$ cat src/rtl/regfile_pkg.sv
// -----------------------------------------------------------------------------
// regfile_pkg
//   Shared types and helpers for the multi-port register file.
//   - state_t    : initialisation sequencer states (ST_INIT, ST_RUN)
//   - init_value : power-up image of a register, masked to the data width
// -----------------------------------------------------------------------------
package regfile_pkg;

    typedef enum logic {
        ST_INIT = 1'b0,
        ST_RUN  = 1'b1
    } state_t;

    // Width of the value returned by init_value; callers cast down to WIDTH.
    localparam int INIT_VAL_W = 64;

    // Register i powers up holding i; register 0 always holds 0.
    function automatic logic [INIT_VAL_W-1:0] init_value(input int unsigned index,
                                                         input int unsigned width);
        logic [INIT_VAL_W-1:0] mask;
        logic [INIT_VAL_W-1:0] val;
        if (width >= INIT_VAL_W) begin
            mask = '1;
        end else begin
            mask = (64'(1) << width) - 64'(1);
        end
        val = (index == 0) ? '0 : 64'(index);
        return val & mask;
    endfunction

endpackage

$ cat src/rtl/regfile_init_seq.sv
// -----------------------------------------------------------------------------
// regfile_init_seq
//   Post-reset initialisation sweep. After reset is released it walks idx from
//   0 to DEPTH-1, one register per clock, asking the array to load the
//   power-up image. The final write moves the FSM to RUN and raises ready.
//
// Ports
//   clk        in   rising-edge clock
//   reset      in   synchronous, active-high reset (restarts the sweep)
//   init_we    out  array write request from the sweep
//   init_addr  out  register being initialised
//   init_data  out  value to load into init_addr
//   ready      out  high once the sweep has completed
// -----------------------------------------------------------------------------
module regfile_init_seq
    import regfile_pkg::*;
#(
    parameter int WIDTH = 8,
    parameter int DEPTH = 8,
    parameter int AW    = $clog2(DEPTH)
) (
    input  logic             clk,
    input  logic             reset,
    output logic             init_we,
    output logic [AW-1:0]    init_addr,
    output logic [WIDTH-1:0] init_data,
    output logic             ready
);

    state_t        state, state_nx;
    logic [AW-1:0] idx,   idx_nx;

    // State register.
    // NOTE: sequential state uses non-blocking (<=) so every flop samples the
    // values from before the edge, independent of statement order.
    always_ff @(posedge clk) begin
        if (reset) begin
            state <= ST_INIT;
            idx   <= '0;
        end else begin
            state <= state_nx;
            idx   <= idx_nx;
        end
    end

    // Next-state logic.
    // NOTE: every variable gets a default first, so no path leaves it
    // unassigned and no latch is inferred.
    always_comb begin
        state_nx = state;
        idx_nx   = idx;
        if (state == ST_INIT) begin
            idx_nx = idx + 1'b1;
            if (idx == AW'(DEPTH - 1)) begin
                state_nx = ST_RUN;
            end
        end
    end

    // Outputs. ready is a decode of the registered state, so it rises on the
    // same edge that performs the last sweep write.
    always_comb begin
        init_we   = (state == ST_INIT);
        ready     = (state == ST_RUN);
        init_addr = idx;
        init_data = WIDTH'(init_value(32'(idx), 32'(WIDTH)));
    end

endmodule

$ cat src/rtl/regfile_mp.sv
// -----------------------------------------------------------------------------
// regfile_mp
//   Parametrised multi-read-port register file with one clocked write port,
//   a post-reset initialisation sweep, write-to-read bypass and an optional
//   hard-wired zero register.
//
// Ports
//   clk      in   rising-edge clock
//   reset    in   synchronous, active-high reset
//   rd_addr  in   NRD packed read addresses, port k at [k*AW +: AW]
//   rd_data  out  NRD packed read data,      port k at [k*WIDTH +: WIDTH]
//   wr_en    in   write enable
//   wr_addr  in   write register number
//   wr_data  in   write data
//   ready    out  high once initialisation is complete
//   wr_drop  out  registered pulse: a requested write was discarded
// -----------------------------------------------------------------------------
module regfile_mp
    import regfile_pkg::*;
#(
    parameter int WIDTH     = 8,
    parameter int DEPTH     = 8,
    parameter int NRD       = 2,
    parameter int ZERO_REG0 = 0,
    parameter int BYPASS    = 1
) (
    input  logic                   clk,
    input  logic                   reset,
    input  logic [NRD*$clog2(DEPTH)-1:0] rd_addr,
    output logic [NRD*WIDTH-1:0]   rd_data,
    input  logic                   wr_en,
    input  logic [$clog2(DEPTH)-1:0] wr_addr,
    input  logic [WIDTH-1:0]       wr_data,
    output logic                   ready,
    output logic                   wr_drop
);

    localparam int AW = $clog2(DEPTH);

    logic [WIDTH-1:0] mem [DEPTH];

    logic             init_we;
    logic [AW-1:0]    init_addr;
    logic [WIDTH-1:0] init_data;

    logic             zero_hit;
    logic             wr_accept;
    logic             mem_we;
    logic [AW-1:0]    mem_waddr;
    logic [WIDTH-1:0] mem_wdata;

    regfile_init_seq #(
        .WIDTH (WIDTH),
        .DEPTH (DEPTH),
        .AW    (AW)
    ) u_init_seq (
        .clk       (clk),
        .reset     (reset),
        .init_we   (init_we),
        .init_addr (init_addr),
        .init_data (init_data),
        .ready     (ready)
    );

    // A user write is taken only in RUN, outside reset, and never to a
    // hard-wired zero register.
    assign zero_hit  = (ZERO_REG0 != 0) && (wr_addr == '0);
    assign wr_accept = !reset && ready && wr_en && !zero_hit;

    // The sweep owns the write port until ready; afterwards the user does.
    always_comb begin
        mem_we    = 1'b0;
        mem_waddr = wr_addr;
        mem_wdata = wr_data;
        if (!reset && init_we) begin
            mem_we    = 1'b1;
            mem_waddr = init_addr;
            mem_wdata = init_data;
        end else if (wr_accept) begin
            mem_we = 1'b1;
        end
    end

    // NOTE: the array has no reset term; the sweep reloads it after reset, and
    // leaving it out keeps it mappable to plain RAM/latch-array cells.
    always_ff @(posedge clk) begin
        if (mem_we) begin
            mem[mem_waddr] <= mem_wdata;
        end
    end

    always_ff @(posedge clk) begin
        if (reset) begin
            wr_drop <= 1'b0;
        end else begin
            wr_drop <= wr_en && (!ready || zero_hit);
        end
    end

    // Combinational read ports. Before ready the array may hold stale or
    // unknown data, so reads are forced to zero.
    for (genvar k = 0; k < NRD; k++) begin : g_rd
        logic [AW-1:0]    addr_k;
        logic [WIDTH-1:0] data_k;

        assign addr_k = rd_addr[k*AW +: AW];

        always_comb begin
            if (!ready) begin
                data_k = '0;
            end else if ((ZERO_REG0 != 0) && (addr_k == '0)) begin
                data_k = '0;
            end else if ((BYPASS != 0) && wr_accept && (wr_addr == addr_k)) begin
                data_k = wr_data;
            end else begin
                data_k = mem[addr_k];
            end
        end

        assign rd_data[k*WIDTH +: WIDTH] = data_k;
    end

endmodule

$ cat config.mk
export PLATFORM = sky130hd
export DESIGN_NAME = regfile_mp
export DESIGN_NICKNAME = d
export VERILOG_FILES = /design/src/rtl/regfile_pkg.sv /design/src/rtl/regfile_init_seq.sv /design/src/rtl/regfile_mp.sv
export SDC_FILE = /design/constraint.sdc
export NUM_CORES = 1
export LEC_CHECK = 0
export BUFFER_PORTS_ARGS = -buffer_cell sky130_fd_sc_hd__buf_2
export CAP_MARGIN = 20
export CORE_MARGIN = 2
export CORE_UTILIZATION = 55
export CTS_BUF_LIST = sky130_fd_sc_hd__clkbuf_16
export DETAILED_ROUTE_END_ITERATION = 10
export PLACE_DENSITY = 0.84
export SYNTH_ARGS = -nofsm -noshare
export SYNTH_HDL_FRONTEND = slang
export SYNTH_SLANG_ARGS = --single-unit
$ cat constraint.sdc
create_clock -name clk -period 2.2 [get_ports clk]
set_input_delay 0.44 -clock clk [delete_from_list [all_inputs] [get_ports clk]]
set_output_delay 0.44 -clock clk [all_outputs]
set_load 0.005 [all_outputs]
==> flow_summary.toml, run 1 <==
[synthesis]
synth_top_area_share_pct = 53.8
syn_avg_cell_area_um2 = 13.8
synth-edff-count = 64
synth.most_common_cell = "edfxtp_1"
ys_ff_latch = 69
ys_top_cells_by_area = "edfxtp_1 (54%), mux4_2 (11%), mux2i_1 (9.0%)"
synth_ff_type = "edfxtp_1"
ys_seq_area_share_pct = 56.6
synth_area_um2 = 3570
yosys.area.top_type = "edfxtp_1"
ys_warn_count = 0
syn_nets = 281
synth-async-reset-ratio_pct = 0
synth.distinct_cells = 29
syn_inst = 258
yosys-top-cells-count = "edfxtp_1 (64), mux2i_1 (32), a21oi_1 (31), mux4_2 (17), o21ai_0 (16)"

[floorplanning]
start_util_pct = 56.6
die_area_um2 = 7150
die_h_um = 84.6
num_rows = 29
core_um2 = 6310
die_w_um = 84.6
ioPinCount = 38

[grt]
grt_pass1_vias = 2426
grt_antenna_before_repair = 0
gr-usage-all-layers_pct = 24.6
grt_start_max_net_pins = 24
grt_pass1_wl_mm = 12.8
gr-total-overflow = 0

[place]
hpwl_mm = 5.70
placed_area_um2 = 3940
pre_cts_slack_ns = -0.00260
place.port_buffers = 37
placed_cells = 372
place_congestion = 0.898

[sta]
max_freq_ghz = 0.471
maxSlewViolCount = 0
worst_clock_skew_ns = 0.00800
slew-limit-headroom_pct = 33.1
period_needed_ns = 2.12
rsz0062_at_grt = "false"
tightest_slew_ns = 0.999
final_hold_viol_count = 0
min_period_over_period_pct = 96.6
setup_ws_ns = 0.0753
setup_tns_ns = 0
finalSetupViolCount = 0

[critical_path]
crit_cells = 6
cpMaxStageDelayCell = "mux4_1"
r2r_slack_ns = 0.19
worstPathCellList = "buf_2 -> buf_12 -> mux4_1 -> a21oi_1 -> a21oi_1 -> buf_2"
crit_fanout = 12
crit_buf_inv = 3
startpoint_type = "input pin"
crit_family = "multiplexers"
r2r-start = "u_init_seq.ready"
max_stage_delay_ns = 0.58
r2r_cells = 3
end_kind = "output pin"
crit_required_ns = 1.76
critPathKind = "input pin to output pin"
cp-endpoint = "rd_data[15]"
cp-startpoint = "rd_addr[4]"
cp.arrival_ns = 1.68
regToRegEndpoint = "mem[5][6]"

[routing]
dr_total_vias = 2475
wl_per_cell_um = 21.7
drt-initial-drc-count = 284
drt_pass1_iterations = 5
avgViaCountPerCell = 6.36
route.detailed.drc = 0
postRouteAntennaNets = 0
finalWirelength_mm = 8.43

[cts]
cts_buffer_depth = 2
cts_buffers = 9
h-tree-depth = 3
root_buffer = "clkbuf_16"
clock_latency_ns = 0.33
cts.sinks = 69
path_clk_slew_ns = 0.05
cts_hold_buf = 0
cts_tree = "built"

[layout]
antenna_cells = 0
drive_above_1_share_pct = 30.1
nNetsFinal = 330
stdcell_area_um2 = 4270
regArea_um2 = 2020
fillers = 453
multi_input_area_um2 = 1420
area_growth_pct = 19.7
fin_cells = 389

[power_and_ir_drop]
total_power_mw = 3.39
ir_worst_vdd_v = 0.000547
power_density_nw_per_um2 = 793
p_leak_nw = 1.60

[outcome]
run_status = "finished clean"

[hold_path]
min_path_type = "input pin to register"

[run]
maxCapViolCount = 0
[worst min-delay path by stage]
| stage | from | endpoint | depth (start not counted) |
|---|---|---|---|
| floorplan | u_init_seq.init_addr[2] | u_init_seq.init_addr[2] | 2 |
| global placement | u_init_seq.init_addr[2] | u_init_seq.init_addr[2] | 2 |
| detailed placement | u_init_seq.init_addr[2] | u_init_seq.init_addr[2] | 2 |
| CTS | wr_en | wr_drop | 2 |
| global route | wr_en | wr_drop | 2 |
| finish | wr_en | wr_drop | 2 |
[sequential cells by signal, summed over array words and instances, names as in the netlist]
signal	cells
mem	64
u_init_seq.init_addr	3
u_init_seq.ready	1
wr_drop	1
[placed cells by master, fill, tap and decap left out, types with 4 or more instances in the layout]
master and n:
nor2_1 13, xnor2_1 6, buf_2 37, a21oi_1 31
buf_4 14, nand2b_1 4, buf_12 5, o22ai_1 15
o21ai_0 15, mux4_2 17, mux2i_1 32, dfxtp_1 4
and2_1 6, edfxtp_1 64, a31oi_1 4, clkbuf_16 9
[per-stage QoR]
stage,utilization [%],hold slack [ns]
final,67.7,0.389
after global routing,67.7,0.398
after CTS,67.6,0.375
after detailed placement,62.3,0.559
after global placement,62.3,0.564
after floorplan,-,0.517
[repair_timing]
| action | 4_1_cts | 5_1_grt |
|---|---|---|
| resized for setup | 1 | 3 |
| buffers inserted | 1 | 0 |
| endpoints found under the setup margin | 16 | 22 |
[worst register-to-register path: stages, from the launching register on]
cell and delay [ns]:
dfxtp_2 0.33, nor2_1 0.33, a31oi_1 0.19, nor2_1 0.78
[where the power goes]
part | total [mW] | switching, mW | internal [mW]
clock network | 1.54 | 0.544 | 0.997
logic | 0.337 | 0.190 | 0.147
registers | 1.51 | 0.0224 | 1.49
total | 3.39 | 0.756 | 2.63
[per-layer routing]
metal | vias to the layer above | global-route usage (%) | routed length (um)
met5 | - | 0 | 0
li1 | 1120 | - | -
met1 | 1208 | 31.8 | 3370
met2 | 127 | 39.4 | 4260
met4 | 0 | 11.0 | 209
met3 | 20 | 6.29 | 581
[logic make-up after synthesis]
| kind of cell | count (synthesis) | share of synthesized area (%) |
|---|---|---|
| adders and majority gates | 3 | 1.05 |
| muxes | 50 | 20.4 |
| AOI/OAI and AO/OA | 70 | 10.7 |
| DFF | 69 | 56.6 |
| xor gates and xnor gates | 7 | 1.72 |
| buffers and inverters | 22 | 3.75 |
| and+or+nand+nor | 37 | 5.75 |
[cell type report]
cell class,instances,area share [%]
clock buffer,9,5.27
clock inverter,7,2.31
inverter,3,0.263
multi-input combinational,167,33.2
sequential,69,47.3
tap,77,2.25
timing repair buffer,57,9.40
Power figures use the tool's default switching activity.
==> run 2, diff against run 1 <==
--- a/config.mk
+++ b/config.mk
@@ -7,11 +7,14 @@
 export LEC_CHECK = 0
 export BUFFER_PORTS_ARGS = -buffer_cell sky130_fd_sc_hd__buf_2
 export CAP_MARGIN = 20
+export CELL_PAD_IN_SITES_DETAIL_PLACEMENT = 1
+export CELL_PAD_IN_SITES_GLOBAL_PLACEMENT = 2
 export CORE_MARGIN = 2
-export CORE_UTILIZATION = 55
+export CORE_UTILIZATION = 41
 export CTS_BUF_LIST = sky130_fd_sc_hd__clkbuf_16
 export DETAILED_ROUTE_END_ITERATION = 10
-export PLACE_DENSITY = 0.84
+export HOLD_SLACK_MARGIN = 0.12
+export PLACE_DENSITY = 0.88
 export SYNTH_ARGS = -nofsm -noshare
 export SYNTH_HDL_FRONTEND = slang
 export SYNTH_SLANG_ARGS = --single-unit
==> run 2 against run 1 <==
Against the previous run:
- count of clock-buffer cells in the layout unchanged
- non-clock buffer count unchanged
- maximum frequency decreased by 0.56%
- critical path depth decreased by 2
- clock skew decreased by 0.00063 ns
- register-to-register slack got worse by 0.03 ns
- utilization decreased by 17 points
- setup slack got worse by 0.012 ns
==> flow_summary.toml, run 2 (synthesis results as in run 1) <==
[place]
place.port_buffers = 37
hpwl_mm = 7.11
place_congestion = 0.812

[floorplanning]
die_area_um2 = 9470
num_rows = 34
core_um2 = 8590
ioPinCount = 38
die_h_um = 97.3
start_util_pct = 41.6
die_w_um = 97.3

[layout]
mostFrequentLayoutCells = "edfxtp_1 (64), buf_2 (37), a21oi_1 (30), mux2i_1 (30), mux4_2 (17)"
nNetsFinal = 330
drive_above_1_share_pct = 31.7
fin_util_pct = 50.5
area_growth_pct = 21.4
final_common_cell = "edfxtp_1"
antenna_cells = 0
largest_reg_flops = 64
largest-register = "mem"
fillers = 874

[routing]
finalWirelength_mm = 10.3
dr_total_vias = 2492
drt_pass1_iterations = 4
postRouteAntennaNets = 0
avgViaCountPerCell = 5.93
wl_per_cell_um = 24.6
drt-initial-drc-count = 165
route.detailed.drc = 0

[grt]
gr-usage-all-layers_pct = 22.7
grt_start_max_net_pins = 24
grt_antenna_before_repair = 0
grt_pass1_vias = 2712
gr-total-overflow = 0
grt_pass1_wl_mm = 15.9

[run]
maxCapViolCount = 0

[hold_path]
min_path_type = "input pin to register"
min_to = "wr_drop"
hold_start = "wr_en"
worstHoldPathCells = 2

[sta]
rsz0062_at_grt = "false"
min_period_over_period_pct = 97.1
max_freq_ghz = 0.468
maxSlewViolCount = 0
tightest_slew_ns = 1.04
period_needed_ns = 2.14
slew-limit-headroom_pct = 30.3
worst_clock_skew_ns = 0.00737
final_hold_viol_count = 0
setup_tns_ns = 0
finalSetupViolCount = 0

[cts]
path_clk_slew_ns = 0.06
cts_tree = "built"
cts_buffers = 9
cts.sinks = 69
clock_latency_ns = 0.33
cts_buffer_depth = 2
root_buffer = "clkbuf_16"
h-tree-depth = 3

[critical_path]
crit_fanout = 2
critPathKind = "register to output pin"
r2r_slack_ns = 0.16
startpoint_type = "register"
end_kind = "output pin"
crit_required_ns = 1.76
r2r_cells = 3
regToRegEndpoint = "mem[0][1]"
cp.arrival_ns = 1.70
r2r-start = "u_init_seq.ready"

[power_and_ir_drop]
power_density_nw_per_um2 = 787
ir_worst_vdd_v = 0.000398
total_power_mw = 3.41
p_leak_nw = 1.61

[outcome]
run_status = "finished clean"
-- run 2: cell count changes in the layout (fill, tap and decap cells not counted), sizes merged --
cell	previous run	this run
clkinv	3	4
clkinvlp	1	0
-- run 2: worst max-delay path: stages (launching register included) --
cell	delay, ns
edfxtp_1	0.44
mux4_2	0.50
mux2i_2	0.21
a21oi_1	0.09
buf_2	0.13
-- run 2: how the worst max path moves through the flow --
stage | startpoint | to | slack (ns) | cells after the start
floorplan | reset | mem[6][0] | 0.42 | 5
finish | mem[4][6] | rd_data[6] | 0.06 | 4
global route | rd_addr[1] | rd_data[3] | 0.0009 | 7
global placement | reset | mem[0][5] | 0.08 | 4
detailed placement | reset | mem[0][2] | -0.03 | 4
CTS | rd_addr[0] | rd_data[6] | 0.03 | 5
-- run 2: what timing repair did --
| item | 4_1_cts | 5_1_grt |
|---|---|---|
| endpoints found under the setup margin | 1 | 11 |
| setup buffers | 0 | 0 |
| resized for setup | 1 | 9 |
| pin swaps | 0 | 0 |
| cloned | 0 | 0 |
| hold endpoints to repair | 0 | 0 |
| hold buffers | 0 | 0 |
-- run 2: routing by layer --
metal / vias to the layer above / part of all wire (%) / wire (um) / GRT usage (%)
li1: 1118 / - / - / -
met1: 1255 / 38 / 3970 / 28.0
met2: 102 / 53 / 5490 / 40.2
met3: 17 / 6.6 / 681 / 4.10
met4: 0 / 1.8 / 187 / 7.80
met5: - / 0 / 0 / 0
-- run 2: power by group --
group          switching (mW)  internal, mW
Sequential             0.0257          1.49
Combinational           0.207         0.155
Clock                   0.548         0.988
-- run 2: metrics by stage --
stage	cell area [um^2]	setup WS (ns)	hold slack, ns	instances
6_report	4340	0.0634	0.388	420
5_1_grt	4340	0.000923	0.410	420
4_1_cts	4310	0.0302	0.388	420
3_5_place_dp	3990	-0.0283	0.585	404
3_3_place_gp	3990	0.0830	0.556	404
2_1_floorplan	3570	0.421	0.517	258
-- run 2: final cells by class --
cell class                 count  area (um^2)  area share, %
clock inverter                 7         91.3           2.11
inverter                       3         11.3          0.260
clock buffer                   9          225           5.19
multi-input combinational    167         1440           33.2
sequential                    69         2020           46.7
timing repair buffer          57          410           9.46
tap                          108          135           3.12
